File: src/rtl/mem_arbiter_if.sv
// Bus bundle between the core ports, the arbiter and the unified memory.
// The perf counter outputs exist only when MEM_ARB_PERF_EN is defined.
interface mem_arbiter_if #(
  parameter int AW = 32,
  parameter int DW = 32
);
  logic          imem_req_valid;
  logic          imem_req_ready;
  logic [AW-1:0] imem_req_addr;
  logic          imem_resp_valid;
  logic [DW-1:0] imem_resp_rdata;

  logic            dmem_req_valid;
  logic            dmem_req_ready;
  logic [AW-1:0]   dmem_req_addr;
  logic            dmem_req_wr;
  logic [DW-1:0]   dmem_req_wdata;
  logic [DW/8-1:0] dmem_req_wmask;
  logic            dmem_resp_valid;
  logic [DW-1:0]   dmem_resp_rdata;

  logic            mem_req_valid;
  logic            mem_req_ready;
  logic [AW-1:0]   mem_req_addr;
  logic            mem_req_wr;
  logic [DW-1:0]   mem_req_wdata;
  logic [DW/8-1:0] mem_req_wmask;
  logic            mem_resp_valid;
  logic [DW-1:0]   mem_resp_rdata;

`ifdef MEM_ARB_PERF_EN
  logic [31:0] perf_imem_grants;
  logic [31:0] perf_dmem_grants;
  logic [31:0] perf_imem_stall;
`endif

  // Arbiter side: it serves both requesters and drives the memory request.
  modport slave (
    input  imem_req_valid, imem_req_addr,
    input  dmem_req_valid, dmem_req_addr, dmem_req_wr, dmem_req_wdata, dmem_req_wmask,
    input  mem_req_ready, mem_resp_valid, mem_resp_rdata,
    output imem_req_ready, imem_resp_valid, imem_resp_rdata,
    output dmem_req_ready, dmem_resp_valid, dmem_resp_rdata,
    output mem_req_valid, mem_req_addr, mem_req_wr, mem_req_wdata, mem_req_wmask
`ifdef MEM_ARB_PERF_EN
    , output perf_imem_grants, perf_dmem_grants, perf_imem_stall
`endif
  );

  modport master (
    output imem_req_valid, imem_req_addr,
    output dmem_req_valid, dmem_req_addr, dmem_req_wr, dmem_req_wdata, dmem_req_wmask,
    output mem_req_ready, mem_resp_valid, mem_resp_rdata,
    input  imem_req_ready, imem_resp_valid, imem_resp_rdata,
    input  dmem_req_ready, dmem_resp_valid, dmem_resp_rdata,
    input  mem_req_valid, mem_req_addr, mem_req_wr, mem_req_wdata, mem_req_wmask
`ifdef MEM_ARB_PERF_EN
    , input perf_imem_grants, perf_dmem_grants, perf_imem_stall
`endif
  );
endinterface

File: src/rtl/mem_arbiter.sv
// Shares one single-ported memory between instruction fetch and data ports, one transaction in flight.
// Optional perf counters (grants, imem stall cycles) are built when MEM_ARB_PERF_EN is defined.
module mem_arbiter #(
  parameter int AW              = 32,
  parameter int DW              = 32,
  parameter int MAX_DMEM_STREAK = 4
) (
  input logic          clk,
  input logic          rst_n,
  mem_arbiter_if.slave bus
);

  typedef enum logic {IDLE, BUSY} state_t;
  typedef enum logic {OWN_IMEM, OWN_DMEM} owner_t;

  localparam int SW = (MAX_DMEM_STREAK < 2) ? 1 : $clog2(MAX_DMEM_STREAK + 1);
  localparam logic [SW-1:0] STREAK_MAX = SW'(MAX_DMEM_STREAK);

  state_t          state_q, state_d;
  owner_t          owner_q, owner_d;
  logic [SW-1:0]   streak_q, streak_d;

  logic            dmemWins;
  logic            handshake;
  logic            reqValid;
  logic            readyImem, readyDmem;
  logic            respImem, respDmem;
  logic [AW-1:0]   winAddr;
  logic            winWr;
  logic [DW-1:0]   winWdata;
  logic [DW/8-1:0] winWmask;

  // Dmem has priority unless it has starved a waiting fetch for MAX_DMEM_STREAK grants.
  always_comb begin
    dmemWins = bus.dmem_req_valid & (~bus.imem_req_valid | (streak_q != STREAK_MAX));
    winAddr  = bus.imem_req_addr;
    winWr    = 1'b0;
    winWdata = '0;
    winWmask = '0;
    if (dmemWins) begin
      winAddr  = bus.dmem_req_addr;
      winWr    = bus.dmem_req_wr;
      winWdata = bus.dmem_req_wdata;
      winWmask = bus.dmem_req_wmask;
    end
  end

  always_comb begin
    state_d   = state_q;
    owner_d   = owner_q;
    streak_d  = streak_q;
    reqValid  = 1'b0;
    readyImem = 1'b0;
    readyDmem = 1'b0;
    respImem  = 1'b0;
    respDmem  = 1'b0;
    handshake = 1'b0;
    case (state_q)
      IDLE: begin
        reqValid  = bus.imem_req_valid | bus.dmem_req_valid;
        readyDmem = dmemWins & bus.mem_req_ready;
        readyImem = bus.imem_req_valid & ~dmemWins & bus.mem_req_ready;
        handshake = reqValid & bus.mem_req_ready;
        if (handshake) begin
          state_d = BUSY;
          owner_d = dmemWins ? OWN_DMEM : OWN_IMEM;
          if (dmemWins && bus.imem_req_valid)
            streak_d = (streak_q == STREAK_MAX) ? streak_q : streak_q + SW'(1);
          else
            streak_d = '0;
        end
      end
      BUSY: begin
        respImem = (owner_q == OWN_IMEM) & bus.mem_resp_valid;
        respDmem = (owner_q == OWN_DMEM) & bus.mem_resp_valid;
        if (bus.mem_resp_valid) state_d = IDLE;
      end
      default: state_d = IDLE;
    endcase
  end

  always_ff @(posedge clk or negedge rst_n) begin
    if (!rst_n) begin
      state_q  <= IDLE;
      owner_q  <= OWN_IMEM;
      streak_q <= '0;
    end else begin
      state_q  <= state_d;
      owner_q  <= owner_d;
      streak_q <= streak_d;
    end
  end

  assign bus.mem_req_valid   = reqValid;
  assign bus.mem_req_addr    = winAddr;
  assign bus.mem_req_wr      = winWr;
  assign bus.mem_req_wdata   = winWdata;
  assign bus.mem_req_wmask   = winWmask;
  assign bus.imem_req_ready  = readyImem;
  assign bus.dmem_req_ready  = readyDmem;
  assign bus.imem_resp_valid = respImem;
  assign bus.dmem_resp_valid = respDmem;
  assign bus.imem_resp_rdata = bus.mem_resp_rdata;
  assign bus.dmem_resp_rdata = bus.mem_resp_rdata;

`ifdef MEM_ARB_PERF_EN
  logic [31:0] perfImemGrants_q, perfDmemGrants_q, perfImemStall_q;

  // Observation only; counters wrap naturally and never feed back into arbitration.
  always_ff @(posedge clk or negedge rst_n) begin
    if (!rst_n) begin
      perfImemGrants_q <= '0;
      perfDmemGrants_q <= '0;
      perfImemStall_q  <= '0;
    end else begin
      if (handshake && !dmemWins) perfImemGrants_q <= perfImemGrants_q + 32'd1;
      if (handshake && dmemWins)  perfDmemGrants_q <= perfDmemGrants_q + 32'd1;
      if (bus.imem_req_valid && !readyImem) perfImemStall_q <= perfImemStall_q + 32'd1;
    end
  end

  assign bus.perf_imem_grants = perfImemGrants_q;
  assign bus.perf_dmem_grants = perfDmemGrants_q;
  assign bus.perf_imem_stall  = perfImemStall_q;
`endif

endmodule

File: src/flat_wrapper.sv
// flat-port wrapper written by rule: the top's interface ports become plain ports
module mem_arbiter_flat 
#(
  parameter int AW              = 32,
  parameter int DW              = 32,
  parameter int MAX_DMEM_STREAK = 4
)
  (clk, rst_n, bus_imem_req_valid, bus_imem_req_addr, bus_dmem_req_valid, bus_dmem_req_addr, bus_dmem_req_wr, bus_dmem_req_wdata, bus_dmem_req_wmask, bus_mem_req_ready, bus_mem_resp_valid, bus_mem_resp_rdata, bus_imem_req_ready, bus_imem_resp_valid, bus_imem_resp_rdata, bus_dmem_req_ready, bus_dmem_resp_valid, bus_dmem_resp_rdata, bus_mem_req_valid, bus_mem_req_addr, bus_mem_req_wr, bus_mem_req_wdata, bus_mem_req_wmask);
  mem_arbiter_if #(.AW(AW), .DW(DW)) bus_i ();
  input logic clk;
  input logic rst_n;
  input wire logic [$bits(bus_i.imem_req_valid)-1:0] bus_imem_req_valid;
  input wire logic [$bits(bus_i.imem_req_addr)-1:0] bus_imem_req_addr;
  input wire logic [$bits(bus_i.dmem_req_valid)-1:0] bus_dmem_req_valid;
  input wire logic [$bits(bus_i.dmem_req_addr)-1:0] bus_dmem_req_addr;
  input wire logic [$bits(bus_i.dmem_req_wr)-1:0] bus_dmem_req_wr;
  input wire logic [$bits(bus_i.dmem_req_wdata)-1:0] bus_dmem_req_wdata;
  input wire logic [$bits(bus_i.dmem_req_wmask)-1:0] bus_dmem_req_wmask;
  input wire logic [$bits(bus_i.mem_req_ready)-1:0] bus_mem_req_ready;
  input wire logic [$bits(bus_i.mem_resp_valid)-1:0] bus_mem_resp_valid;
  input wire logic [$bits(bus_i.mem_resp_rdata)-1:0] bus_mem_resp_rdata;
  output wire logic [$bits(bus_i.imem_req_ready)-1:0] bus_imem_req_ready;
  output wire logic [$bits(bus_i.imem_resp_valid)-1:0] bus_imem_resp_valid;
  output wire logic [$bits(bus_i.imem_resp_rdata)-1:0] bus_imem_resp_rdata;
  output wire logic [$bits(bus_i.dmem_req_ready)-1:0] bus_dmem_req_ready;
  output wire logic [$bits(bus_i.dmem_resp_valid)-1:0] bus_dmem_resp_valid;
  output wire logic [$bits(bus_i.dmem_resp_rdata)-1:0] bus_dmem_resp_rdata;
  output wire logic [$bits(bus_i.mem_req_valid)-1:0] bus_mem_req_valid;
  output wire logic [$bits(bus_i.mem_req_addr)-1:0] bus_mem_req_addr;
  output wire logic [$bits(bus_i.mem_req_wr)-1:0] bus_mem_req_wr;
  output wire logic [$bits(bus_i.mem_req_wdata)-1:0] bus_mem_req_wdata;
  output wire logic [$bits(bus_i.mem_req_wmask)-1:0] bus_mem_req_wmask;
  assign bus_i.imem_req_valid = bus_imem_req_valid;
  assign bus_i.imem_req_addr = bus_imem_req_addr;
  assign bus_i.dmem_req_valid = bus_dmem_req_valid;
  assign bus_i.dmem_req_addr = bus_dmem_req_addr;
  assign bus_i.dmem_req_wr = bus_dmem_req_wr;
  assign bus_i.dmem_req_wdata = bus_dmem_req_wdata;
  assign bus_i.dmem_req_wmask = bus_dmem_req_wmask;
  assign bus_i.mem_req_ready = bus_mem_req_ready;
  assign bus_i.mem_resp_valid = bus_mem_resp_valid;
  assign bus_i.mem_resp_rdata = bus_mem_resp_rdata;
  assign bus_imem_req_ready = bus_i.imem_req_ready;
  assign bus_imem_resp_valid = bus_i.imem_resp_valid;
  assign bus_imem_resp_rdata = bus_i.imem_resp_rdata;
  assign bus_dmem_req_ready = bus_i.dmem_req_ready;
  assign bus_dmem_resp_valid = bus_i.dmem_resp_valid;
  assign bus_dmem_resp_rdata = bus_i.dmem_resp_rdata;
  assign bus_mem_req_valid = bus_i.mem_req_valid;
  assign bus_mem_req_addr = bus_i.mem_req_addr;
  assign bus_mem_req_wr = bus_i.mem_req_wr;
  assign bus_mem_req_wdata = bus_i.mem_req_wdata;
  assign bus_mem_req_wmask = bus_i.mem_req_wmask;
  mem_arbiter #(.AW(AW), .DW(DW), .MAX_DMEM_STREAK(MAX_DMEM_STREAK)) u_core (.clk(clk), .rst_n(rst_n), .bus(bus_i));
endmodule
File: config.mk
export PLATFORM = sky130hd
export DESIGN_NAME = mem_arbiter_flat
export DESIGN_NICKNAME = d
export VERILOG_FILES = /design/src/rtl/mem_arbiter_if.sv /design/src/rtl/mem_arbiter.sv /design/src/flat_wrapper.sv
export SDC_FILE = /design/constraint.sdc
export NUM_CORES = 1
export LEC_CHECK = 0
export CAP_MARGIN = 20
export CORE_AREA = 3 3 106 108
export CTS_CLUSTER_DIAMETER = 120
export CTS_CLUSTER_SIZE = 40
export DETAILED_ROUTE_END_ITERATION = 16
export DIE_AREA = 0 0 109 111
export GPL_TIMING_DRIVEN = 1
export RECOVER_POWER = 100
export SETUP_SLACK_MARGIN = 0.5
export SLEW_MARGIN = 10
export SYNTH_ARGS = -nofsm -noshare
export SYNTH_HDL_FRONTEND = slang
export SYNTH_SLANG_ARGS = --single-unit
File: constraint.sdc
create_clock -name clk -period 4.9 [get_ports clk]
set_input_delay 0.735 -clock clk [delete_from_list [all_inputs] [get_ports clk]]
set_output_delay 0.735 -clock clk [all_outputs]
set_load 0.005 [all_outputs]
==> impl_metrics.json <==
{
  "fin_setup_tns_ps": 0,
  "powerDensity_nw_per_um2": 121,
  "synthTopCellsByCount": "buf_4, and2_1, mux2_4",
  "ys_types": 19,
  "grt_first_pass_wirelength_mm": 7.59,
  "fin_skew_ps": 0.241,
  "maxSlewHeadroom": 0.259,
  "wl_mm": 5.23,
  "critical_path_required_ps": 4160,
  "r2r_slack_ps": 2870,
  "dieArea_um2": 12100,
  "period_needed_ps": 4040,
  "grtUsageTotal": 0.0751,
  "netlist.area_leader.share": 0.325,
  "cap_violations": 0,
  "peakVddDrop_v": 0.0000711,
  "gr-total-overflow": 0,
  "yosys_register_bits": 5,
  "worstHoldStart": "u_core.owner_q",
  "clockRootBuffer": "clkbuf_8",
  "die_w_um": 109,
  "firstDrtPassIters": 4,
  "p_seq_frac": 0.151,
  "numCtsBuffers": 3,
  "fmax_ghz": 0.247,
  "start_util": 0.145,
  "ys.flop_type": "dfrtp_1",
  "setup_viol": 0,
  "clockPowerShare": 0.210,
  "maxSlewViolCount": 0,
  "antenna_left": 0,
  "status": "finished clean",
  "swShare": 0.245,
  "met1_length_mm": 1.53,
  "p_int_mw": 0.269,
  "hpwl_mm": 4.56,
  "p_comb_frac": 0.639,
  "crit_type": "input pin to output port",
  "hp-class": "flip-flop to flip-flop",
  "synth.area.top_cells": "buf_4, mux2_4, and2_1",
  "worst_r2r_path_depth": 5,
  "tightestPinTransition_ps": 1110,
  "path_clk_slew_ps": 30,
  "met2RoutedLength_mm": 2.71,
  "syn_to_final_growth_pct": 95.5,
  "ioPinCount": 277,
  "min_to": "u_core.owner_q",
  "min_path_cells": 1,
  "grt_pass1_vias": 1585,
  "postSynth.asyncResetShare": 1.00,
  "viasPerCell": 3.61,
  "die_h_um": 111,
  "worst_hold_slack_ps": 529,
  "hold_viol": 0,
  "fillers": 1110,
  "p_leak_nw": 1.13,
  "postCtsSetupRepairBufs": 0,
  "via_count": 1528,
  "yosysSeqAreaShare": 0.0834,
  "yosys_warnings": 0,
  "nNetsFinal": 429,
  "drc": 0,
  "ctsLongestPathBuffers": 2,
  "start_kind": "input pin",
  "synth_edf_count": 0,
  "syn_avg_cell_area_um2": 8.67,
  "regArea_um2": 125,
  "syn_inst": 173,
  "rsz0062_at_grt": "false",
  "rr_endpoint": "u_core.owner_q",
  "r2r-start": "u_core.streak_q[0]",
  "syn_area_um2": 1500,
  "routabilityCongestion": 0.740,
  "port_buffers": 180,
  "first_iter_violations": 17,
  "grt_max_degree": 40,
  "num_rows": 37,
  "p_sw_mw": 0.0874,
  "n_antenna_cell": 0,
  "routedWlPerCell_um": 12.4,
  "syn_nets": 314,
  "clock_sinks": 5,
  "grt_antenna_before_repair": 0,
  "clock_latency_ps": 220,
  "cts_tree": "yes",
  "drive_gt1_frac": 0.0732,
  "cp_max_fo": 39,
  "cts_resized": 0,
  "multi_input_area_um2": 767,
  "fin_crit_sh": 0.825,
  "h-tree-depth": 1,
  "synthMostInstantiatedCell": "buf_4",
  "ctsHoldBuffers": 0,
  "crit_arrival_ps": 3310,
  "cp-end-kind": "output port",
  "top_layer": "met4",
  "core_area_um2": 10300,
  "yosysTopAreaCell": "buf_4",
  "dr_wl_met3_um": 924
}
==> state kept, by name, indices dropped and copies added (netlist names) <==
register / cells
u_core.streak_q: 3
u_core.owner_q: 1
u_core.state_q: 1
==> kinds of logic after synthesis <==
logic type / count (synthesis) / synth area share
flops: 5 / 0.0834
compound gates: 8 / 0.0459
mux: 32 / 0.285
buf+inv: 76 / 0.371
fa+ha+maj: 2 / 0.0167
simple gates: 50 / 0.198
==> metal layers <==
metal,vias to the layer above,GRT usage
met5,-,0
met4,0,0.0168
met3,9,0.0315
met2,132,0.149
met1,664,0.0685
li1,723,-
==> worst max-delay path, stage by stage <==
cell and delay, ps:
dlygate4sd3_1 650, a31oi_4 200, clkbuf_2 710, mux2_2 420
dlygate4sd3_1 590
==> cell usage in the layout, fill, tap and decap left out, types with 2 or more instances in the layout <==
cell type	Yosys	routed
clkdlybuf4s50_1	0	145
mux2_2	14	14
dfrtp_1	5	5
and2_0	0	24
a32o_1	2	2
and3_1	2	2
and2_1	38	14
dlygate4sd3_1	0	35
clkbuf_8	0	3
clkbuf_1	0	2
mux2_1	0	16
nor2_1	5	5
nand2_1	2	2
inv_1	4	4
o21ai_0	2	2
nor2b_1	2	2
ha_1	2	2
a22o_1	3	3
mux2_4	18	2
==> power groups by stage <==
| stage | logic (mW) | clock network (mW) | registers, mW |
|---|---|---|---|
| CTS | 0.252 | 0.0772 | 0.0539 |
| floorplan | 0.121 | 0 | 0.0530 |
| global placement | 0.249 | 0 | 0.0544 |
| finish | 0.228 | 0.0749 | 0.0538 |
| global route | 0.249 | 0.0801 | 0.0551 |
| detailed placement | 0.250 | 0 | 0.0544 |
==> worst max path at each step <==
stage                                  start                    to
after global placement    bus_dmem_req_valid   bus_mem_req_addr[9]
after detailed placement  bus_imem_req_valid   bus_mem_req_addr[3]
after CTS                 bus_imem_req_valid   bus_mem_req_addr[9]
after global routing      bus_imem_req_valid    bus_dmem_req_ready
after floorplan           bus_dmem_req_valid  bus_mem_req_addr[10]
final                     bus_imem_req_valid   bus_mem_req_addr[9]
==> cell type report <==
cell class | count | area share
tap | 136 | 0.0580
clock buffer | 4 | 0.0154
inverter | 4 | 0.00512
sequential | 5 | 0.0427
timing repair buffer | 182 | 0.617
multi-input combinational | 92 | 0.262
==> through the flow <==
stage,utilization,std cells,setup WS [ps],power (mW),cell area (µm²)
final,0.284,423,857,0.356,2930
after global routing,0.284,423,625,0.384,2930
after CTS,0.291,423,1270,0.383,3000
after detailed placement,0.286,419,1280,0.305,2950
after global placement,0.286,419,1340,0.303,2950
after floorplan,-,173,2610,0.174,1500
No activity file was read; power rests on OpenSTA's default activity.
